**config.mk**
```make
export PLATFORM = sky130hd
export DESIGN_NAME = bp_update_ctrl
export DESIGN_NICKNAME = d
export VERILOG_FILES = /design/src/rtl/bp_update_ctrl_pkg.sv /design/src/rtl/bp_update_ctrl_fifo.sv /design/src/rtl/bp_update_ctrl.sv
export SDC_FILE = /design/constraint.sdc
export NUM_CORES = 1
export LEC_CHECK = 0
export ABC_AREA = 1
export CAP_MARGIN = 10
export CELL_PAD_IN_SITES_DETAIL_PLACEMENT = 2
export CELL_PAD_IN_SITES_GLOBAL_PLACEMENT = 2
export CORE_MARGIN = 4
export CORE_UTILIZATION = 38
export CTS_CLUSTER_SIZE = 10
export DETAILED_ROUTE_END_ITERATION = 8
export GPL_TIMING_DRIVEN = 0
export PLACE_DENSITY_LB_ADDON = 0.1
export SETUP_SLACK_MARGIN = 0.4
export SLEW_MARGIN = 20
export SYNTH_ARGS = -nofsm -noshare
export SYNTH_HDL_FRONTEND = slang
export SYNTH_HIERARCHICAL = 1
export SYNTH_SLANG_ARGS = --single-unit
```
**constraint.sdc**
```tcl
create_clock -name clk -period 11 [get_ports clk]
set_clock_uncertainty 0.1 [all_clocks]
set_input_delay 1.1 -clock clk [delete_from_list [all_inputs] [get_ports clk]]
set_output_delay 1.1 -clock clk [all_outputs]
set_load 0.02 [all_outputs]
```
**src/rtl/bp_update_ctrl_pkg.sv**
```systemverilog
// rtl/bp_update_ctrl_pkg.sv - shared widths, state encoding and update record for the BTB write sequencer
//
// Purpose : common definitions imported by bp_update_ctrl and bp_update_ctrl_fifo.
// Contents: BTB geometry, update queue depth, starvation limit, FSM state type,
//           packed branch-update record (index, direction, target).
package bp_update_ctrl_pkg;

    localparam int IDX_W      = 6;
    localparam int ENTRIES    = 64;
    localparam int TGT_W      = 32;
    localparam int FIFO_DEPTH = 4;
    localparam int STARVE_LIM = 8;
    localparam int STARVE_W   = $clog2(STARVE_LIM + 1);

    typedef enum logic [1:0] {
        ST_INIT  = 2'd0,
        ST_RUN   = 2'd1,
        ST_SWEEP = 2'd2
    } state_t;

    typedef struct packed {
        logic [IDX_W-1:0] idx;
        logic             taken;
        logic [TGT_W-1:0] target;
    } upd_t;

endpackage

```
**src/rtl/bp_update_ctrl_fifo.sv**
```systemverilog
// rtl/bp_update_ctrl_fifo.sv - branch-update queue with per-entry live bit, tail coalesce and kill-by-index
//
// Purpose : holds resolved-branch updates from EX until the controller grants the BTB write port.
// Ports   : clk, rst_n      clock, asynchronous active-low reset
//           push/push_data enqueue an update (coalesces into a live tail with the same index)
//           pop            drop the head entry (granted or dead)
//           flush          empty the queue, overrides push/pop
//           kill/kill_idx  mark every queued entry with this index dead; a same-cycle push
//                          with this index enters dead
//           head/head_live current head record and whether it must still be written
//           empty/full     occupancy flags
module bp_update_ctrl_fifo
    import bp_update_ctrl_pkg::*;
#(
    parameter int DEPTH = FIFO_DEPTH
) (
    input  logic             clk,
    input  logic             rst_n,
    input  logic             push,
    input  upd_t             push_data,
    input  logic             pop,
    input  logic             flush,
    input  logic             kill,
    input  logic [IDX_W-1:0] kill_idx,
    output upd_t             head,
    output logic             head_live,
    output logic             empty,
    output logic             full
);

    localparam int PTR_W = $clog2(DEPTH);
    localparam int CNT_W = PTR_W + 1;

    upd_t             mem [DEPTH];
    logic [DEPTH-1:0] live;
    logic [PTR_W-1:0] rd_ptr;
    logic [PTR_W-1:0] wr_ptr;
    logic [PTR_W-1:0] tail_ptr;
    logic [PTR_W-1:0] push_ptr;
    logic [CNT_W-1:0] count;
    logic             coalesce;
    logic             push_live;
    logic             grow;

    assign tail_ptr = wr_ptr - PTR_W'(1);
    assign empty    = (count == '0);
    assign full     = (count == CNT_W'(DEPTH));
    assign head     = mem[rd_ptr];
    assign head_live = !empty && live[rd_ptr];

    // A lone entry leaving this cycle cannot absorb the new update, or the
    // new data would vanish with the pop.
    assign coalesce = push && !empty && live[tail_ptr]
                    && (mem[tail_ptr].idx == push_data.idx)
                    && !(pop && (count == CNT_W'(1)));
    assign push_live = !(kill && (push_data.idx == kill_idx));
    assign push_ptr  = coalesce ? tail_ptr : wr_ptr;
    assign grow      = push && !coalesce;

    always_ff @(posedge clk or negedge rst_n) begin
        if (!rst_n) begin
            rd_ptr <= '0;
            wr_ptr <= '0;
            count  <= '0;
            live   <= '0;
        end else if (flush) begin
            rd_ptr <= '0;
            wr_ptr <= '0;
            count  <= '0;
            live   <= '0;
        end else begin
            // Kill first; pop and push below override the bits they own.
            for (int i = 0; i < DEPTH; i++) begin
                if (kill && (mem[i].idx == kill_idx)) begin
                    live[i] <= 1'b0;
                end
            end
            if (pop) begin
                live[rd_ptr] <= 1'b0;
                rd_ptr       <= rd_ptr + PTR_W'(1);
            end
            if (push) begin
                live[push_ptr] <= push_live;
            end
            if (grow) begin
                wr_ptr <= wr_ptr + PTR_W'(1);
            end
            case ({grow, pop})
                2'b10:   count <= count + CNT_W'(1);
                2'b01:   count <= count - CNT_W'(1);
                default: count <= count;
            endcase
        end
    end

    always_ff @(posedge clk) begin
        if (push && !flush) begin
            mem[push_ptr] <= push_data;
        end
    end

endmodule

```
**src/rtl/bp_update_ctrl.sv**
```systemverilog
// rtl/bp_update_ctrl.sv - sole owner of the IF1 BTB write port: init clear, EX updates, invalidates
//
// Purpose : clears the BTB after reset, queues EX branch updates and arbitrates them against
//           single-index and whole-table invalidates, one BTB write per cycle, all registered.
// Ports   : clk, rst_n                       clock, asynchronous active-low reset
//           ex_upd_valid/ready/idx/taken/target  EX update handshake and payload
//           inv_req/inv_all/inv_idx/inv_ack      invalidate request (held until ack) and ack pulse
//           btb_we/clr/waddr/wtaken/wtarget      BTB write port
//           init_done                            low during the post-reset clear sweep
module bp_update_ctrl
    import bp_update_ctrl_pkg::*;
(
    input  logic             clk,
    input  logic             rst_n,
    input  logic             ex_upd_valid,
    output logic             ex_upd_ready,
    input  logic [IDX_W-1:0] ex_upd_idx,
    input  logic             ex_upd_taken,
    input  logic [TGT_W-1:0] ex_upd_target,
    input  logic             inv_req,
    input  logic             inv_all,
    input  logic [IDX_W-1:0] inv_idx,
    output logic             inv_ack,
    output logic             btb_we,
    output logic             btb_clr,
    output logic [IDX_W-1:0] btb_waddr,
    output logic             btb_wtaken,
    output logic [TGT_W-1:0] btb_wtarget,
    output logic             init_done
);

    state_t            state;
    logic [IDX_W-1:0]  sweep_cnt;
    logic [STARVE_W-1:0] starve;

    upd_t head;
    upd_t push_data;
    logic head_live;
    logic empty;
    logic full;

    logic is_run;
    logic forced;
    logic inv_go;
    logic head_go;
    logic dead_pop;
    logic flush;
    logic kill;
    logic push;
    logic pop;
    logic last_idx;

    assign push_data = '{idx: ex_upd_idx, taken: ex_upd_taken, target: ex_upd_target};

    assign is_run       = (state == ST_RUN);
    assign ex_upd_ready = is_run && !full;
    assign last_idx     = (sweep_cnt == IDX_W'(ENTRIES - 1));

    // A long-starved live head outranks invalidates; otherwise invalidates win.
    // A dead head is popped on the side and never uses the write port.
    assign forced   = is_run && head_live && (starve >= STARVE_W'(STARVE_LIM));
    assign inv_go   = is_run && inv_req && !forced;
    assign head_go  = is_run && head_live && !inv_go;
    assign dead_pop = is_run && !empty && !head_live;
    assign flush    = inv_go && inv_all;
    assign kill     = inv_go && !inv_all;
    assign pop      = head_go || dead_pop;
    assign push     = ex_upd_valid && ex_upd_ready && !flush;

    bp_update_ctrl_fifo #(
        .DEPTH (FIFO_DEPTH)
    ) u_fifo (
        .clk       (clk),
        .rst_n     (rst_n),
        .push      (push),
        .push_data (push_data),
        .pop       (pop),
        .flush     (flush),
        .kill      (kill),
        .kill_idx  (inv_idx),
        .head      (head),
        .head_live (head_live),
        .empty     (empty),
        .full      (full)
    );

    always_ff @(posedge clk or negedge rst_n) begin
        if (!rst_n) begin
            state       <= ST_INIT;
            sweep_cnt   <= '0;
            starve      <= '0;
            inv_ack     <= 1'b0;
            btb_we      <= 1'b0;
            btb_clr     <= 1'b0;
            btb_waddr   <= '0;
            btb_wtaken  <= 1'b0;
            btb_wtarget <= '0;
            init_done   <= 1'b0;
        end else begin
            btb_we      <= 1'b0;
            btb_clr     <= 1'b0;
            btb_waddr   <= '0;
            btb_wtaken  <= 1'b0;
            btb_wtarget <= '0;
            inv_ack     <= 1'b0;
            case (state)
                ST_INIT: begin
                    btb_we    <= 1'b1;
                    btb_clr   <= 1'b1;
                    btb_waddr <= sweep_cnt;
                    sweep_cnt <= sweep_cnt + IDX_W'(1);
                    starve    <= '0;
                    if (last_idx) begin
                        state     <= ST_RUN;
                        init_done <= 1'b1;
                    end
                end
                ST_SWEEP: begin
                    btb_we    <= 1'b1;
                    btb_clr   <= 1'b1;
                    btb_waddr <= sweep_cnt;
                    sweep_cnt <= sweep_cnt + IDX_W'(1);
                    starve    <= '0;
                    if (last_idx) begin
                        state   <= ST_RUN;
                        inv_ack <= 1'b1;
                    end
                end
                ST_RUN: begin
                    if (flush) begin
                        state     <= ST_SWEEP;
                        sweep_cnt <= '0;
                    end else if (inv_go) begin
                        btb_we    <= 1'b1;
                        btb_clr   <= 1'b1;
                        btb_waddr <= inv_idx;
                        inv_ack   <= 1'b1;
                    end else if (head_go) begin
                        btb_we      <= 1'b1;
                        btb_waddr   <= head.idx;
                        btb_wtaken  <= head.taken;
                        btb_wtarget <= head.target;
                    end
                    if (flush || empty || pop) begin
                        starve <= '0;
                    end else if (starve != STARVE_W'(STARVE_LIM)) begin
                        starve <= starve + STARVE_W'(1);
                    end
                end
                default: begin
                    state <= ST_INIT;
                end
            endcase
        end
    end

endmodule

```
Word-level counts from Yosys, hierarchy flattened

Memories as Yosys holds them, arrays and structs flattened.
Index checks and enable logic that the tools add are counted.

Bits in registers: 66
Bits in writable memories: 156
Bits of input ports: 50
Output and inout port bits: 44
Word-level logic and storage cells: 157
Memories: 1

Memories:

| memory     | words | bits a word | read ports | clocked after memory_dff | wr ports | RTL line                  | source |
|---|---|---|---|---|---|---|---|
| u_fifo.mem | 4     | 39          | 6          | 0                        | 1        | bp_update_ctrl_fifo.sv:34 | `upd_t mem [DEPTH];` |

$add $sub $neg: 7
Order comparisons: 6
Equal/unequal tests: 17
Multiplexer cells: 59
Bitwise operators: 2
Reductions and logical operators: 51

Operators by type and width:

| operator                                                                      | count |
|---|---|
| 32-bit two-way mux                                                            | 4 |
| 6-bit equality test                                                           | 6 |
| 1-bit logical AND                                                             | 27 |
| 1-bit two-way mux                                                             | 24 |
| 4-bit two-way mux                                                             | 6 |
| 6-bit two-way mux                                                             | 4 |
| 6-bit case mux with 2 select lines                                            | 2 |
| 2-bit two-way mux                                                             | 7 |
| 1-bit zero test                                                               | 10 |
| 2-bit by 3-bit less-than comparator with 1-bit output (second input constant) | 3 |
| 4-bit case mux with 2 select lines                                            | 1 |
| 2-bit AND reduction                                                           | 4 |
| 6-bit by 1-bit adder with 6-bit output (second input constant)                | 1 |
| 6-bit equality test (second input constant)                                   | 1 |
| 1-bit case mux with 2 select lines                                            | 3 |
| 3-bit case mux with 2 select lines                                            | 1 |
| 2-bit nonzero test                                                            | 3 |
| 2-bit by 1-bit adder with 2-bit output (second input constant)                | 2 |
| 4-bit by 1-bit adder with 4-bit output (second input constant)                | 1 |
| 4-bit bitwise AND                                                             | 1 |
| 1-bit binary-select mux with 2-bit select                                     | 2 |
| 4-bit bitwise mux                                                             | 1 |
| 1-bit demux with 2-bit select                                                 | 2 |
| 2-bit by 1-bit equality test with 1-bit output (second input constant)        | 2 |
| 19 further kinds                                                              | 24 |

Logic depth before layout (Yosys ltp)

Depth after elaboration: 22
Depth in mapped cells: 22
Depth with buffers taken out: 21

Hierarchy

The synthesis kept the hierarchy.

By module, submodules not included:

| module              | instances | cells each | area an instance (um^2) | sequential area each (um^2) |
|---|---|---|---|---|
| bp_update_ctrl_fifo | 1         | 646        | 7329.5                  | 4959.8 |
| bp_update_ctrl      | 1         | 266        | 2343.5                  | 1376.3 |

Worst setup path before layout

Ideal clock, no wire load.

Kind: flip-flop to flip-flop
From: reg u_fifo.rd_ptr[0]
To: mem u_fifo/mem[3][0] (netlist bit), enable pin
Library setup time: 533 ps
Arrival: 6191 ps
Data required time: 10367 ps
Slack: 4177 ps
Stages on the path, launching flop included: 17
Path buffers: 1
Clock period less this slack: 6823 ps
Path through: dfrtp_1 inv_1 clkbuf_1 o21ai_0 a21oi_1 nand2_1 nand3_2 nand3_1 inv_1 o21ai_0 nor2_1 nand3_1 nor2_4 nand4_1 nand2_1 clkinv_1 nor4_1

Cells in the longest elaborated chain, start to end: 15
Elaborated cells on any way between the ends: 25
Classes of those cells: mux: 5; reduce/logical: 20

RTL lines:

| item                                        | RTL line                  | source |
|---|---|---|
| from (decl)                                 | bp_update_ctrl_fifo.sv:36 | `logic [PTR_W-1:0] rd_ptr;` |
| from (signal assigned)                      | bp_update_ctrl_fifo.sv:80 | `rd_ptr <= rd_ptr + PTR_W'(1);` |
| 1-bit binary-select mux with 2-bit select * | bp_update_ctrl_fifo.sv:49 | `assign head_live = !empty && live[rd_ptr];` |
| 1-bit two-way mux (not written as such) *   | bp_update_ctrl_fifo.sv:49 |  |
| 1-bit logical AND *                         | bp_update_ctrl_fifo.sv:49 |  |
| net head_live                               | bp_update_ctrl.sv:38      | `logic head_live;` |
| 1-bit logical AND * (2 in series)           | bp_update_ctrl.sv:61      | `assign forced = is_run && head_live && (starve >= STARVE_W'(STARVE_LIM));` |
| 1-bit zero test *                           | bp_update_ctrl.sv:62      | `assign inv_go = is_run && inv_req && !forced;` |
| 1-bit logical AND *                         | bp_update_ctrl.sv:62      |  |
| 1-bit logical AND *                         | bp_update_ctrl.sv:65      | `assign flush = inv_go && inv_all;` |
| 1-bit zero test *                           | bp_update_ctrl.sv:68      | `assign push = ex_upd_valid && ex_upd_ready && !flush;` |
| 1-bit logical AND *                         | bp_update_ctrl.sv:68      |  |
| net push                                    | bp_update_ctrl.sv:49      | `logic push;` |
| 1-bit logical AND (2 in series)             | bp_update_ctrl_fifo.sv:53 | `assign coalesce = push && !empty && live[tail_ptr]` |
| 1-bit logical AND                           | bp_update_ctrl_fifo.sv:54 | `&& (mem[tail_ptr].idx == push_data.idx)` |
| 1-bit logical AND                           | bp_update_ctrl_fifo.sv:55 | `&& !(pop && (count == CNT_W'(1)));` |
| 2-bit two-way mux                           | bp_update_ctrl_fifo.sv:57 | `assign push_ptr = coalesce ? tail_ptr : wr_ptr;` |
| to (decl)                                   | bp_update_ctrl_fifo.sv:34 |  |

Mark *: on every way through the listed nets, which the timed path passes. The rest lies on a longest branch. The select of a mux whose other input is x is not followed.

Worst setup path in the final report

From: reg u_fifo.rd_ptr[0]
To: mem u_fifo/mem[3][24] (netlist bit), enable pin

The elaborated chain is that of the path after synthesis.

==> out/qor.yml <==
status: "completed"
diodes: 0
arrival_ns: 5.73
timing.final.ws_setup_ns: 5.37
p_total_mw: 2.83
yosysTopAreaCellShare_pct: 48.4
cp.required_ns: 11.10
tns_ns: 0
place.gp.congestion: 0.857
p_leak_nw: 4.86
clkSinkCount: 222
crit_path_max_fanout: 10
cts_setup_buffers: 0
ys_top_cells_by_count: "edfxtp_1 (156), nand2_1 (156), nor2_1 (138)"
clock_path_buffers: 3
synth_area_leader_cell: "edfxtp_1"
num_rows: 58
synth_edf_count: 156
synth_area_leaders: "edfxtp_1 (48%), dfrtp_1 (17%), nand2_1 (6.1%)"
holdBufCountCts: 0
die-area_um2: 28100
ys.warnings.count: 6
maxCapViolCount: 0
dp_slack_ns: 5.42
wl_per_cell_um: 22.7
io_buffers: 93
crit_path_end_kind: "flop"
cts_buffers: 26
grt_first_pass_wirelength_um: 49600
layout.nets: 1118
drive_gt1_share_pct: 8.31
dp.cells: 1354
synth_cell_type_count: 40
wirelength_um: 31800
dieHeight_um: 168
ant_nets: 0
vias: 7335
clock_latency_ns: 0.52
syn_to_final_growth_pct: 23.6
peakVddDrop_mv: 0.131
synth_area_um2: 9670
antenna_found_initial: 2
avgSynthCellArea_um2: 10.6
die_w_um: 168
synth_seq_cells: 222
first_pass_iters: 5
worstHoldPathCells: 1
p_per_area_nw_per_um2: 236
synthCells: 912
cts_root_buf: "clkbuf_16"
grt_max_degree: 38
slew_viol_final: 0
synth.net_count: 978
max-slew-margin-rel_pct: 44.3
hpwl_um: 22200
ys_seq_area_share_pct: 65.5
finalHoldViolations: 0
routed_via_density: 5.24
drtIter0Drc: 496
layoutNonFillerInstCount: 1401
setup_viol: 0
cts_tree: "yes"
min_path_type: "flop to flop"
clk_pin_slew_ns: 0.06
initial_core_util_pct: 38.5
ios: 94
grt_overflow_total: 0
path_class: "flop to flop"
ff2ff_path_depth: 20
grt_pass1_vias: 8368
critPathLaunchType: "flop"
fp.coreArea_um2: 25100
ys_dominant_reg_cell: "edfxtp_1"
fin_crit_sh_pct: 51.2
ctsResizeCount: 0
worst_pin_slew_ns: 0.834
rsz0062_at_grt: "false"
cts-htree-levels: 1
drc: 0
track_usage_pct: 22.5
synth-async-reset-ratio_pct: 29.7
fmax_mhz: 177
min_period_ns: 5.63
[power by group]
part | leakage [nW] | internal [mW] | switching, mW
logic | 2.20 | 0.304 | 0.708
clock network | 0.359 | 0.454 | 0.324
registers | 2.29 | 0.988 | 0.0508
[worst max-delay path, cell delays in order (launching register included)]
cell      delay (ns)
dfrtp_1         0.50
inv_1           0.20
clkbuf_1        0.44
o21ai_0         0.18
a21oi_1         0.61
nand2_1         0.15
nand3_2         0.28
nand3_1         0.11
inv_1           0.24
o21ai_0         0.14
nor2_1          0.12
nand3_1         0.14
nor2_4          0.16
nand4_1         0.09
nand2_1         0.21
clkinv_1        0.18
nor4_2          0.51
buf_4           0.27
buf_4           0.18
buf_2           0.22
buf_2           0.25
[layout make-up]
type | instances | area, um^2
clock inverter | 1 | 5.00
fill | 2595 | 13100
tap | 330 | 413
inverter | 91 | 347
buffer | 34 | 158
clock buffer | 46 | 747
multi-input combinational | 565 | 2870
timing repair buffer | 112 | 1090
sequential | 222 | 6340
[state kept, by name, summed over array words and instances, names as in the netlist]
signal and count:
btb_wtaken 1, u_fifo/wr_ptr 2, init_done 1, btb_clr 1, u_fifo/count 3, u_fifo/mem 156, u_fifo/rd_ptr 2, state 2
btb_wtarget 32, sweep_cnt 6, inv_ack 1, starve 4, btb_waddr 6, btb_we 1, u_fifo/live 4
[metrics by stage]
stage | cell area, um^2 | hold WS (ns) | utilization, %
5_1_grt | 12000 | 0.403 | 47.6
3_3_place_gp | 11000 | 0.350 | 43.9
4_1_cts | 12000 | 0.371 | 47.6
6_report | 12000 | 0.365 | 47.6
3_5_place_dp | 11200 | 0.358 | 44.6
2_1_floorplan | 9670 | 0.392 | -
[cells in the final DEF (no fill, tap or decap), types with 18 or more instances in the layout]
master	netlist	final
nand3_1	26	26
dfrtp_1	66	66
nand2_1	156	156
clkdlybuf4s50_1	0	92
o22ai_1	42	42
nor2_1	138	136
clkbuf_16	0	27
edfxtp_1	156	156
a21oi_1	18	18
inv_1	87	87
o21ai_0	101	101
clkbuf_1	25	44
[per-layer routing]
metal	wire length, um	up-vias	track usage (%)
met4	414	4	3.74
met3	1190	37	3.42
met2	16600	140	41.3
li1	-	3393	-
met5	27	-	0
met1	13600	3761	28.7
[final timing paths]
check                                             start                      endpoint  slack [ns]
hold reg to reg                   init_done$_DFFE_PN0P_         init_done$_DFFE_PN0P_        0.37
min in group asynchronous                         rst_n  u_fifo/wr_ptr[0]$_DFFE_PN0P_        0.43
setup reg to reg           u_fifo/rd_ptr[0]$_DFFE_PN0P_   u_fifo/mem[3][24]$_DFFE_PP_        5.37
setup / recovery           u_fifo/rd_ptr[0]$_DFFE_PN0P_   u_fifo/mem[3][24]$_DFFE_PP_        5.37
hold / removal                    init_done$_DFFE_PN0P_         init_done$_DFFE_PN0P_        0.37
max in group asynchronous                         rst_n     btb_wtarget[25]$_DFF_PN0_        9.78
[kinds of logic (layout without fill, tap and decap cells)]
logic type      Yosys count  count (layout)  share of synthesized area, %
buf+inv                 125             284                          5.21
fa+ha+maj                16              16                          2.07
simple gates            352             352                          15.4
xor+xnor                 12              12                          1.09
flops                   222             222                          65.5
compound gates          185             185                          10.8
Note: power is estimated with default switching activity, not from simulation.
